===== src/rtl/trig_buffer_manager.sv =====
// Trigger buffer manager: edge-detects trigger sources, allocates digitizer buffers in ring order.
// Optional per-source prescaler enabled by defining TRIG_PRESCALE_EN.
module trig_buffer_manager #(
    parameter int unsigned NUM_TRIG      = 4,
    parameter int unsigned NUM_BUF       = 4,
    parameter int unsigned BUF_BITS      = 2,
    parameter int unsigned HOLDOFF       = 16,
    parameter int unsigned PRESCALE_BITS = 8
) (
    input  logic                              clk250_i,
    input  logic                              rst_n_i,
    input  logic [NUM_TRIG-1:0]               trig_i,
    input  logic [NUM_TRIG-1:0]               trig_mask_i,
    input  logic [NUM_TRIG*PRESCALE_BITS-1:0] prescale_i,
    input  logic                              clear_i,
    input  logic [BUF_BITS-1:0]               clear_buffer_i,
    output logic                              digitize_o,
    output logic [BUF_BITS-1:0]               digitize_buffer_o,
    output logic [NUM_TRIG-1:0]               digitize_source_o,
    output logic [NUM_BUF-1:0]                HOLD_o,
    output logic [BUF_BITS:0]                 free_count_o,
    output logic                              dead_o,
    output logic [15:0]                       lost_count_o
);

    localparam int unsigned CntW = (HOLDOFF > 1) ? $clog2(HOLDOFF) : 1;

    typedef enum logic {StIdle, StHold} state_e;

    state_e                state_q, state_d;
    logic [CntW-1:0]       hold_cnt_q, hold_cnt_d;
    logic [NUM_TRIG-1:0]   trig_q1, trig_q2;
    logic [NUM_TRIG-1:0]   trig_edge;
    logic [NUM_TRIG-1:0]   elig_q, elig_d;
    logic                  clear_q;
    logic [BUF_BITS-1:0]   clear_buf_q;
    logic [NUM_BUF-1:0]    occ_q, occ_d;
    logic [BUF_BITS-1:0]   wr_ptr_q, wr_ptr_d;
    logic                  dig_q, dig_d;
    logic [BUF_BITS-1:0]   dig_buf_q, dig_buf_d;
    logic [NUM_TRIG-1:0]   dig_src_q, dig_src_d;
    logic                  dead_q, dead_d;
    logic [15:0]           lost_q, lost_d;
    logic                  accept;
    logic [BUF_BITS:0]     occ_ones;

    assign trig_edge = trig_q1 & ~trig_q2 & ~trig_mask_i;

`ifdef TRIG_PRESCALE_EN
    logic [NUM_TRIG-1:0][PRESCALE_BITS-1:0] psc_q, psc_d;

    always_comb begin
        psc_d  = psc_q;
        elig_d = '0;
        for (int unsigned s = 0; s < NUM_TRIG; s++) begin
            if (trig_edge[s]) begin
                if (psc_q[s] == prescale_i[s*PRESCALE_BITS +: PRESCALE_BITS]) begin
                    elig_d[s] = 1'b1;
                    psc_d[s]  = '0;
                end else begin
                    psc_d[s] = psc_q[s] + 1'b1;
                end
            end
        end
    end

    always_ff @(posedge clk250_i or negedge rst_n_i) begin
        if (!rst_n_i) begin
            psc_q <= '0;
        end else begin
            psc_q <= psc_d;
        end
    end
`else
    logic unused_prescale;
    assign unused_prescale = ^prescale_i;
    assign elig_d          = trig_edge;
`endif

    // Eligible edges are registered once more so accept lands two edges after first sample.
    always_comb begin
        accept     = (state_q == StIdle) && !occ_q[wr_ptr_q] && (|elig_q);
        state_d    = state_q;
        hold_cnt_d = hold_cnt_q;
        occ_d      = occ_q;
        wr_ptr_d   = wr_ptr_q;
        dig_d      = 1'b0;
        dig_buf_d  = dig_buf_q;
        dig_src_d  = dig_src_q;
        lost_d     = lost_q;

        if (state_q == StHold) begin
            if (hold_cnt_q == CntW'(HOLDOFF - 1)) begin
                state_d = StIdle;
            end else begin
                hold_cnt_d = hold_cnt_q + 1'b1;
            end
        end

        if (clear_q) begin
            occ_d[clear_buf_q] = 1'b0;
        end

        if (accept) begin
            dig_d            = 1'b1;
            dig_buf_d        = wr_ptr_q;
            dig_src_d        = elig_q;
            occ_d[wr_ptr_q]  = 1'b1;
            wr_ptr_d         = wr_ptr_q + 1'b1;
            state_d          = StHold;
            hold_cnt_d       = '0;
        end else if ((|elig_q) && (lost_q != 16'hFFFF)) begin
            lost_d = lost_q + 16'd1;
        end

        dead_d = (state_d == StHold) | occ_q[wr_ptr_d];
    end

    always_ff @(posedge clk250_i or negedge rst_n_i) begin
        if (!rst_n_i) begin
            state_q     <= StIdle;
            hold_cnt_q  <= '0;
            trig_q1     <= '0;
            trig_q2     <= '0;
            elig_q      <= '0;
            clear_q     <= 1'b0;
            clear_buf_q <= '0;
            occ_q       <= '0;
            wr_ptr_q    <= '0;
            dig_q       <= 1'b0;
            dig_buf_q   <= '0;
            dig_src_q   <= '0;
            dead_q      <= 1'b0;
            lost_q      <= '0;
        end else begin
            state_q     <= state_d;
            hold_cnt_q  <= hold_cnt_d;
            trig_q1     <= trig_i;
            trig_q2     <= trig_q1;
            elig_q      <= elig_d;
            clear_q     <= clear_i;
            clear_buf_q <= clear_buffer_i;
            occ_q       <= occ_d;
            wr_ptr_q    <= wr_ptr_d;
            dig_q       <= dig_d;
            dig_buf_q   <= dig_buf_d;
            dig_src_q   <= dig_src_d;
            dead_q      <= dead_d;
            lost_q      <= lost_d;
        end
    end

    always_comb begin
        occ_ones = '0;
        for (int unsigned b = 0; b < NUM_BUF; b++) begin
            occ_ones = occ_ones + {{BUF_BITS{1'b0}}, occ_q[b]};
        end
    end

    assign digitize_o        = dig_q;
    assign digitize_buffer_o = dig_buf_q;
    assign digitize_source_o = dig_src_q;
    assign HOLD_o            = occ_q;
    assign free_count_o      = (BUF_BITS + 1)'(NUM_BUF) - occ_ones;
    assign dead_o            = dead_q;
    assign lost_count_o      = lost_q;

endmodule


===== config.mk =====
export PLATFORM = sky130hd
export DESIGN_NAME = trig_buffer_manager
export DESIGN_NICKNAME = d
export VERILOG_FILES = /design/src/rtl/trig_buffer_manager.sv
export SDC_FILE = /design/constraint.sdc
export NUM_CORES = 1
export LEC_CHECK = 0
export BUFFER_PORTS_ARGS = -buffer_cell sky130_fd_sc_hd__buf_2
export CORE_MARGIN = 2
export CORE_UTILIZATION = 48
export CTS_BUF_LIST = sky130_fd_sc_hd__clkbuf_8 sky130_fd_sc_hd__clkbuf_16
export CTS_CLUSTER_SIZE = 30
export DETAILED_ROUTE_END_ITERATION = 8
export GPL_TIMING_DRIVEN = 0
export PLACE_DENSITY_LB_ADDON = 0.12
export SLEW_MARGIN = 20
export SYNTH_ARGS = -nofsm -noshare
export SYNTH_HDL_FRONTEND = slang
export SYNTH_SLANG_ARGS = --single-unit

===== constraint.sdc =====
create_clock -name clk250_i -period 3.1 [get_ports clk250_i]
set_clock_uncertainty 0.05 [all_clocks]
set_input_delay 0.465 -clock clk250_i [delete_from_list [all_inputs] [get_ports clk250_i]]
set_output_delay 0.465 -clock clk250_i [all_outputs]
set_load 0.03 [all_outputs]

==> results of run 1 <==
==> metal layers <==
metal  up-vias  global-route usage (%)
li1        704                       -
met1       737                    23.6
met2        38                    27.3
met3         6                    5.56
met4         0                    6.08
met5         -                       0
==> final timing paths <==
| check | from | to | slack (ns) |
|---|---|---|---|
| max | HOLD_o[1] | free_count_o[1] | 0.63 |
| min | rst_n_i | lost_count_o[15] | 0.12 |
| max reg2reg | wr_ptr_q[0] | HOLD_o[1] | 0.98 |
| min reg2reg | trig_q1[3] | trig_q2[3] | 0.32 |
| max in group asynchronous | rst_n_i | HOLD_o[1] | 2.46 |
| min in group clk250_i | trig_i[2] | trig_q1[2] | 0.21 |
==> worst max-delay path, delay by kind of cell, from the launching register on <==
kind                       cells  cell delay, ns
adders and majority gates      3            0.99
buffers and inverters          2            0.23
DFF                            1            0.45
==> where the power goes <==
group	leakage [uW]	switching (uW)	internal (uW)
Combinational	0.000625	603	335
Clock	0.0000441	214	159
Sequential	0.000635	154	796
==> stage by stage <==
| stage | area [sq um] | setup slack [ns] | power, uW |
|---|---|---|---|
| floorplan | 2160 | 0.876 | 1650 |
| global placement | 2440 | 0.977 | 1870 |
| detailed placement | 2440 | 0.938 | 1910 |
| CTS | 2530 | 0.599 | 2300 |
| global route | 2530 | 0.517 | 2420 |
| finish | 2530 | 0.626 | 2260 |
==> cell usage after synthesis, types with 2 or more instances <==
master | count | area share (%)
sky130_fd_sc_hd__xnor2_1 | 2 | 0.81
sky130_fd_sc_hd__a22o_1 | 2 | 0.81
sky130_fd_sc_hd__nor4_1 | 8 | 2.3
sky130_fd_sc_hd__mux2_2 | 5 | 2.6
sky130_fd_sc_hd__nor3b_1 | 5 | 1.7
sky130_fd_sc_hd__nand4_1 | 2 | 0.58
sky130_fd_sc_hd__buf_2 | 2 | 0.46
sky130_fd_sc_hd__nand2_1 | 17 | 3.0
sky130_fd_sc_hd__inv_1 | 6 | 1.0
sky130_fd_sc_hd__ha_1 | 8 | 4.6
sky130_fd_sc_hd__o21ai_0 | 3 | 0.70
sky130_fd_sc_hd__xor2_1 | 15 | 6.1
sky130_fd_sc_hd__dfrtp_1 | 50 | 58
sky130_fd_sc_hd__nor3_1 | 4 | 0.93
sky130_fd_sc_hd__nor2_1 | 6 | 1.0
sky130_fd_sc_hd__mux2i_1 | 4 | 1.9
sky130_fd_sc_hd__a21oi_1 | 7 | 1.6
sky130_fd_sc_hd__nand3_1 | 8 | 1.9
sky130_fd_sc_hd__nand2b_1 | 2 | 0.58
==> flip-flops by register name, indices dropped and copies added (netlist names) <==
| register | cells |
|---|---|
| dead_o | 1 |
| digitize_buffer_o | 2 |
| trig_q1 | 4 |
| trig_q2 | 4 |
| HOLD_o | 4 |
| state_q | 1 |
| clear_buf_q | 2 |
| elig_q | 4 |
| clear_q | 1 |
| hold_cnt_q | 4 |
| wr_ptr_q | 2 |
| digitize_source_o | 4 |
| lost_count_o | 16 |
| digitize_o | 1 |
==> layout by cell type (no fill, tap or decap), types with 6 or more instances in the layout <==
cell	instances
sky130_fd_sc_hd__nand2_1	17
sky130_fd_sc_hd__nand3_1	8
sky130_fd_sc_hd__a21oi_1	7
sky130_fd_sc_hd__dfrtp_1	50
sky130_fd_sc_hd__nor4_1	8
sky130_fd_sc_hd__buf_2	44
sky130_fd_sc_hd__inv_1	6
sky130_fd_sc_hd__nor2_1	6
sky130_fd_sc_hd__ha_1	8
sky130_fd_sc_hd__xor2_1	15
==> cell type report <==
type / count / area, sq um / share of cell area (%)
Sequential cell: 50 / 1250 / 49.4
Clock buffer: 5 / 68.8 / 2.72
Multi-Input combinational cell: 115 / 865 / 34.1
Timing Repair Buffer: 43 / 218 / 8.60
Clock inverter: 3 / 21.3 / 0.840
Tap cell: 52 / 65.1 / 2.57
Inverter: 6 / 22.5 / 0.889
Buffer: 3 / 21.3 / 0.840
==> logic make-up after synthesis <==
family | count (synthesis)
simple gates | 63
flops | 50
xor+xnor | 17
compound gates | 16
mux | 10
buf+inv | 9
fa+ha+maj | 9
==> flow_summary.yaml, run 1 <==
timing:
  tightest_slew_ns: 0.675
  grt_setup_unrepaired: "false"
  tns_ns: 0
  max-slew-margin-rel_pct: 54.9
  min_period_ns: 2.47
  final.period_utilization_pct: 79.8
  hold-worst-slack_ns: 0.120
  timing_hold_violations_final: 0
  setup-violations-final: 0
  slew_violations: 0
  fmax_mhz: 404
clock_network:
  clock_tree_from_tritoncts: "built"
  cts.reportedPaths.clkPinSlew_ns: 0.09
  numCtsBuffers: 5
  clock_tree.buffer_depth: 2
  cts-root-buf: "sky130_fd_sc_hd__clkbuf_8"
  cts-hold-fix-buffers: 0
  post-cts-setup-buffers: 0
  cts_num_sinks: 50
  cts-htree-levels: 2
  ctsResizeCount: 0
  clk_latency_ns: 0.30
floorplan:
  core_sq_mm: 0.00435
  die-area_sq_mm: 0.00505
  vertical_die_dimension_um: 71.1
  top_level_ports: 76
  start_util_pct: 49.6
  row_count: 24
  die-width_um: 71.1
cells_and_area:
  fillers: 352
  syn2layout_area_growth_pct: 17.3
  nNetsFinal: 278
  final_util_pct: 58.2
  layout-drive-gt1-share_pct: 29.3
  n_antenna_cell: 0
  post_layout_nonfiller_instances: 277
route:
  wl_per_cell_um: 14.4
  dr.pass1.iters: 4
  routedLengthMet1_mm: 1.85
  drc_errors: 0
  met2WireLength_mm: 1.87
  routed_via_density: 5.36
  dr.first_iter.drc_count: 60
  via_count: 1485
  postRouteAntennaNets: 0
  top_layer: "met4"
  met3_length_um: 201
  drt_wl_total_mm: 3.99
place:
  placement.io_buffers: 43
  dp.final_hpwl_mm: 2.82
  global_placement_routability_congestion: 0.830
  placed_cells_incl_taps: 269
grt:
  gr-usage-all-layers_pct: 17.6
  number_of_global_route_vias_before_repair: 1455
  grt_pass1_wl_mm: 6.88
  grt_max_degree: 51
  grt_antenna_before_repair: 0
  grt_overflow_total: 0
logic_synthesis:
  postSynthRegisterBits: 50
  ys.warnings.count: 0
  synth.distinct_cells: 37
  synth-xor-area-share_pct: 6.89
  synth.net_count: 228
  synth_simple_gate_area_share_pct: 16.6
  synth_edf_count: 0
  async_set_reset_flop_share_out_of_synthesis_pct: 100
  synth-adder-area-share_pct: 5.56
  share_of_the_synthesized_area_in_compound_gates_ao_oa_aoi_oai_pct: 5.79
  synth_sequential_area_ratio_pct: 57.9
  postSynth.topFlopCell: "sky130_fd_sc_hd__dfrtp_1"
  synthesis.area_sq_mm: 0.00216
  synthesis.area_per_instance_sq_um: 12.4
  synth_top_family_by_area: "simple AND/OR/NAND/NOR gates"
  syn-instance-count: 174
  yosys-mux-area-fraction_pct: 5.16
critical_path:
  crit_path_cell_trace: "fa_1 -> inv_1 -> ha_1 -> ha_1 -> buf_2"
  worst_r2r_path_depth: 5
  cp_max_fo: 5
  crit_path_start_kind: "flip-flop"
  path_common_cell: "sky130_fd_sc_hd__ha_1"
  worst_ep_arrival_time_ns: 1.96
  critical_path.max_stage_delay_ns: 0.55
  setup.worst_path.end_class: "output port"
  critPathKind: "reg -> out"
  critPathRequiredTime_ns: 2.58
  crit_path_top_delay_cell: "sky130_fd_sc_hd__fa_1"
outcome:
  result_of_the_run: "completed"
worst_hold_path:
  timing.hold.worst.class: "in -> async"
power_and_ir_drop:
  powerDensity_mw_per_mm2: 893
  worst_ir_drop_vdd_uv: 412
  power.leakage_uw: 0.00130
job:
  cap_violations: 0
(Power assumes the default switching activity.)
==> run 2: changes to the inputs <==
CORE_UTILIZATION = 44   (was 48)
clock period = 2.08 ns   (was 3.1 ns; I/O delays follow)
==> flow_summary.yaml, run 2 (synthesized netlist as in run 1, its figures left out) <==
grt:
  gr-usage-all-layers_pct: 16.9
  grt_overflow_total: 0
  global_route.peak_usage_layer: "met2"
  grt_max_degree: 51
  number_of_global_route_vias_before_repair: 1544
  grt.met2_usage_pct: 28.7
  grt_antenna_before_repair: 0
  grt_pass1_wl_mm: 7.01
  routing_usage_on_met3_pct: 2.98
  globalRouteMet1Util_pct: 21.8
cells_and_area:
  n_antenna_cell: 0
  flip_flop_count_of_the_largest_register_after_layout: 16
  layout-drive-gt1-share_pct: 34.3
  mostFrequentLayoutCells: "sky130_fd_sc_hd__dfrtp_1 (47), sky130_fd_sc_hd__buf_2 (40), sky130_fd_sc_hd__nand2_1 (16), sky130_fd_sc_hd__xor2_1 (15)"
  nNetsFinal: 283
  post-route-cell-area_sq_mm: 0.00267
  syn2layout_area_growth_pct: 23.5
  final_common_cell: "sky130_fd_sc_hd__dfrtp_1"
critical_path:
  path_common_cell: "sky130_fd_sc_hd__ha_4"
  crit_path_start: "HOLD_o[2]"
  critPathKind: "reg -> out"
  crit_family: "adder cells"
  crit_path_start_kind: "flip-flop"
  setup.worst_path.end_class: "output port"
  worst_ep_arrival_time_ns: 1.86
  critical_path.max_stage_delay_ns: 0.56
  cp_max_fo: 2
  reg2reg_from: "HOLD_o[2]"
  path_depth: 5
  crit_path_cell_trace: "fa_1 -> inv_2 -> ha_4 -> ha_4 -> buf_6"
  critPathRequiredTime_ns: 1.72
  crit_path_top_delay_cell: "sky130_fd_sc_hd__fa_1"
  timing.critical_path.buf_inv: 2
  worst_r2r_path_depth: 7
power_and_ir_drop:
  power.leakage_uw: 0.00134
  powerDensity_mw_per_mm2: 1380
  fin_total_pwr_uw: 3680
  worst_ir_drop_vdd_uv: 1160
clock_network:
  cts-htree-levels: 2
  cts-root-buf: "sky130_fd_sc_hd__clkbuf_8"
  clk_latency_ns: 0.30
  cts_num_sinks: 50
  clock_tree.buffer_depth: 2
  cts.reportedPaths.clkPinSlew_ns: 0.09
  clock_tree_from_tritoncts: "built"
  cts-hold-fix-buffers: 0
  numCtsBuffers: 5
place:
  detailed_place.area_sq_mm: 0.00246
  placement.io_buffers: 43
  dp.final_hpwl_mm: 2.92
  global_placement_routability_congestion: 0.785
route:
  drt_wl_total_mm: 4.22
  postRouteAntennaNets: 0
  wl_per_cell_um: 14.2
  drc_errors: 0
  via_count: 1529
  dr.first_iter.drc_count: 97
  dr.pass1.iters: 4
  routed_via_density: 5.15
worst_hold_path:
  timing.hold.worst.class: "in -> async"
timing:
  final.period_utilization_pct: 107
  tightest_slew_ns: 0.624
  grt_setup_unrepaired: "true"
  timing_hold_violations_final: 50
  fmax_mhz: 449
  hold-worst-slack_ns: -0.0341
  min_period_ns: 2.23
  max-slew-margin-rel_pct: 58.4
  timing.final.ws_setup_ns: -0.145
  slew_violations: 0
  setup-violations-final: 2
floorplan:
  core_sq_mm: 0.00472
  vertical_die_dimension_um: 74.1
  row_count: 25
  die-width_um: 74.1
  start_util_pct: 45.7
  top_level_ports: 76
  die-area_sq_mm: 0.00548
outcome:
  failed_checks: "negative hold slack, negative setup slack"
  result_of_the_run: "complete, but fails checks"
job:
  cap_violations: 0
-- run 2: per-layer routing --
layer / vias to the layer above / wire, um
met2: 47 / 2110
met5: - / 0
met1: 757 / 1840
met4: 0 / 56
li1: 717 / -
met3: 8 / 216
-- run 2: worst register-to-register path: stages, from the launching register on --
cell	delay (ns)
sky130_fd_sc_hd__dfrtp_2	0.43
sky130_fd_sc_hd__buf_4	0.14
sky130_fd_sc_hd__buf_4	0.14
sky130_fd_sc_hd__mux2i_1	0.25
sky130_fd_sc_hd__nand2_1	0.17
sky130_fd_sc_hd__a21boi_4	0.22
sky130_fd_sc_hd__buf_12	0.14
sky130_fd_sc_hd__mux2_2	0.34
-- run 2: worst paths after layout --
path                            slack, ns                    to
worst min register to register       0.33            trig_q2[0]
worst max-delay path                -0.15       free_count_o[1]
worst min-delay path                -0.03       lost_count_o[7]
max in group asynchronous            1.55             HOLD_o[1]
min in group clk250_i                0.06            trig_q1[2]
worst max register to register       0.10  digitize_source_o[3]
-- run 2: what timing repair did --
action / in CTS / in global routing
pin swaps: 0 / 4
hold endpoints to repair: 0 / 0
setup buffers: 2 / 3
setup endpoints to repair: 17 / 16
gates resized for setup: 13 / 4
-- run 2: where the power goes --
part / leakage (uW) / total [uW] / internal [uW] / switching (uW)
Clock: 0.0000408 / 566 / 241 / 326
Combinational: 0.000665 / 1700 / 715 / 989
Sequential: 0.000631 / 1410 / 1190 / 224
-- run 2: area by class of cell --
cell class | instances | area [sq um]
Fill cell | 406 | 2060
Buffer | 3 | 23.8
Tap cell | 67 | 83.8
Timing Repair Buffer | 48 | 287
Clock buffer | 5 | 68.8
Multi-Input combinational cell | 115 | 903
Inverter | 6 | 22.5
Sequential cell | 50 | 1250
Clock inverter | 3 | 23.8
-- run 2: through the flow --
| stage | utilization (%) | worst slack (ns) | cells | TNS (ns) |
|---|---|---|---|---|
| after floorplan | - | 0.00905 | 174 | 0 |
| after global placement | 52.1 | 0.0371 | 284 | 0 |
| after detailed placement | 52.1 | -0.0639 | 284 | -0.333 |
| after CTS | 55.4 | -0.168 | 294 | -0.244 |
| after global routing | 56.5 | -0.187 | 297 | -0.321 |
| final | 56.5 | -0.145 | 297 | -0.198 |
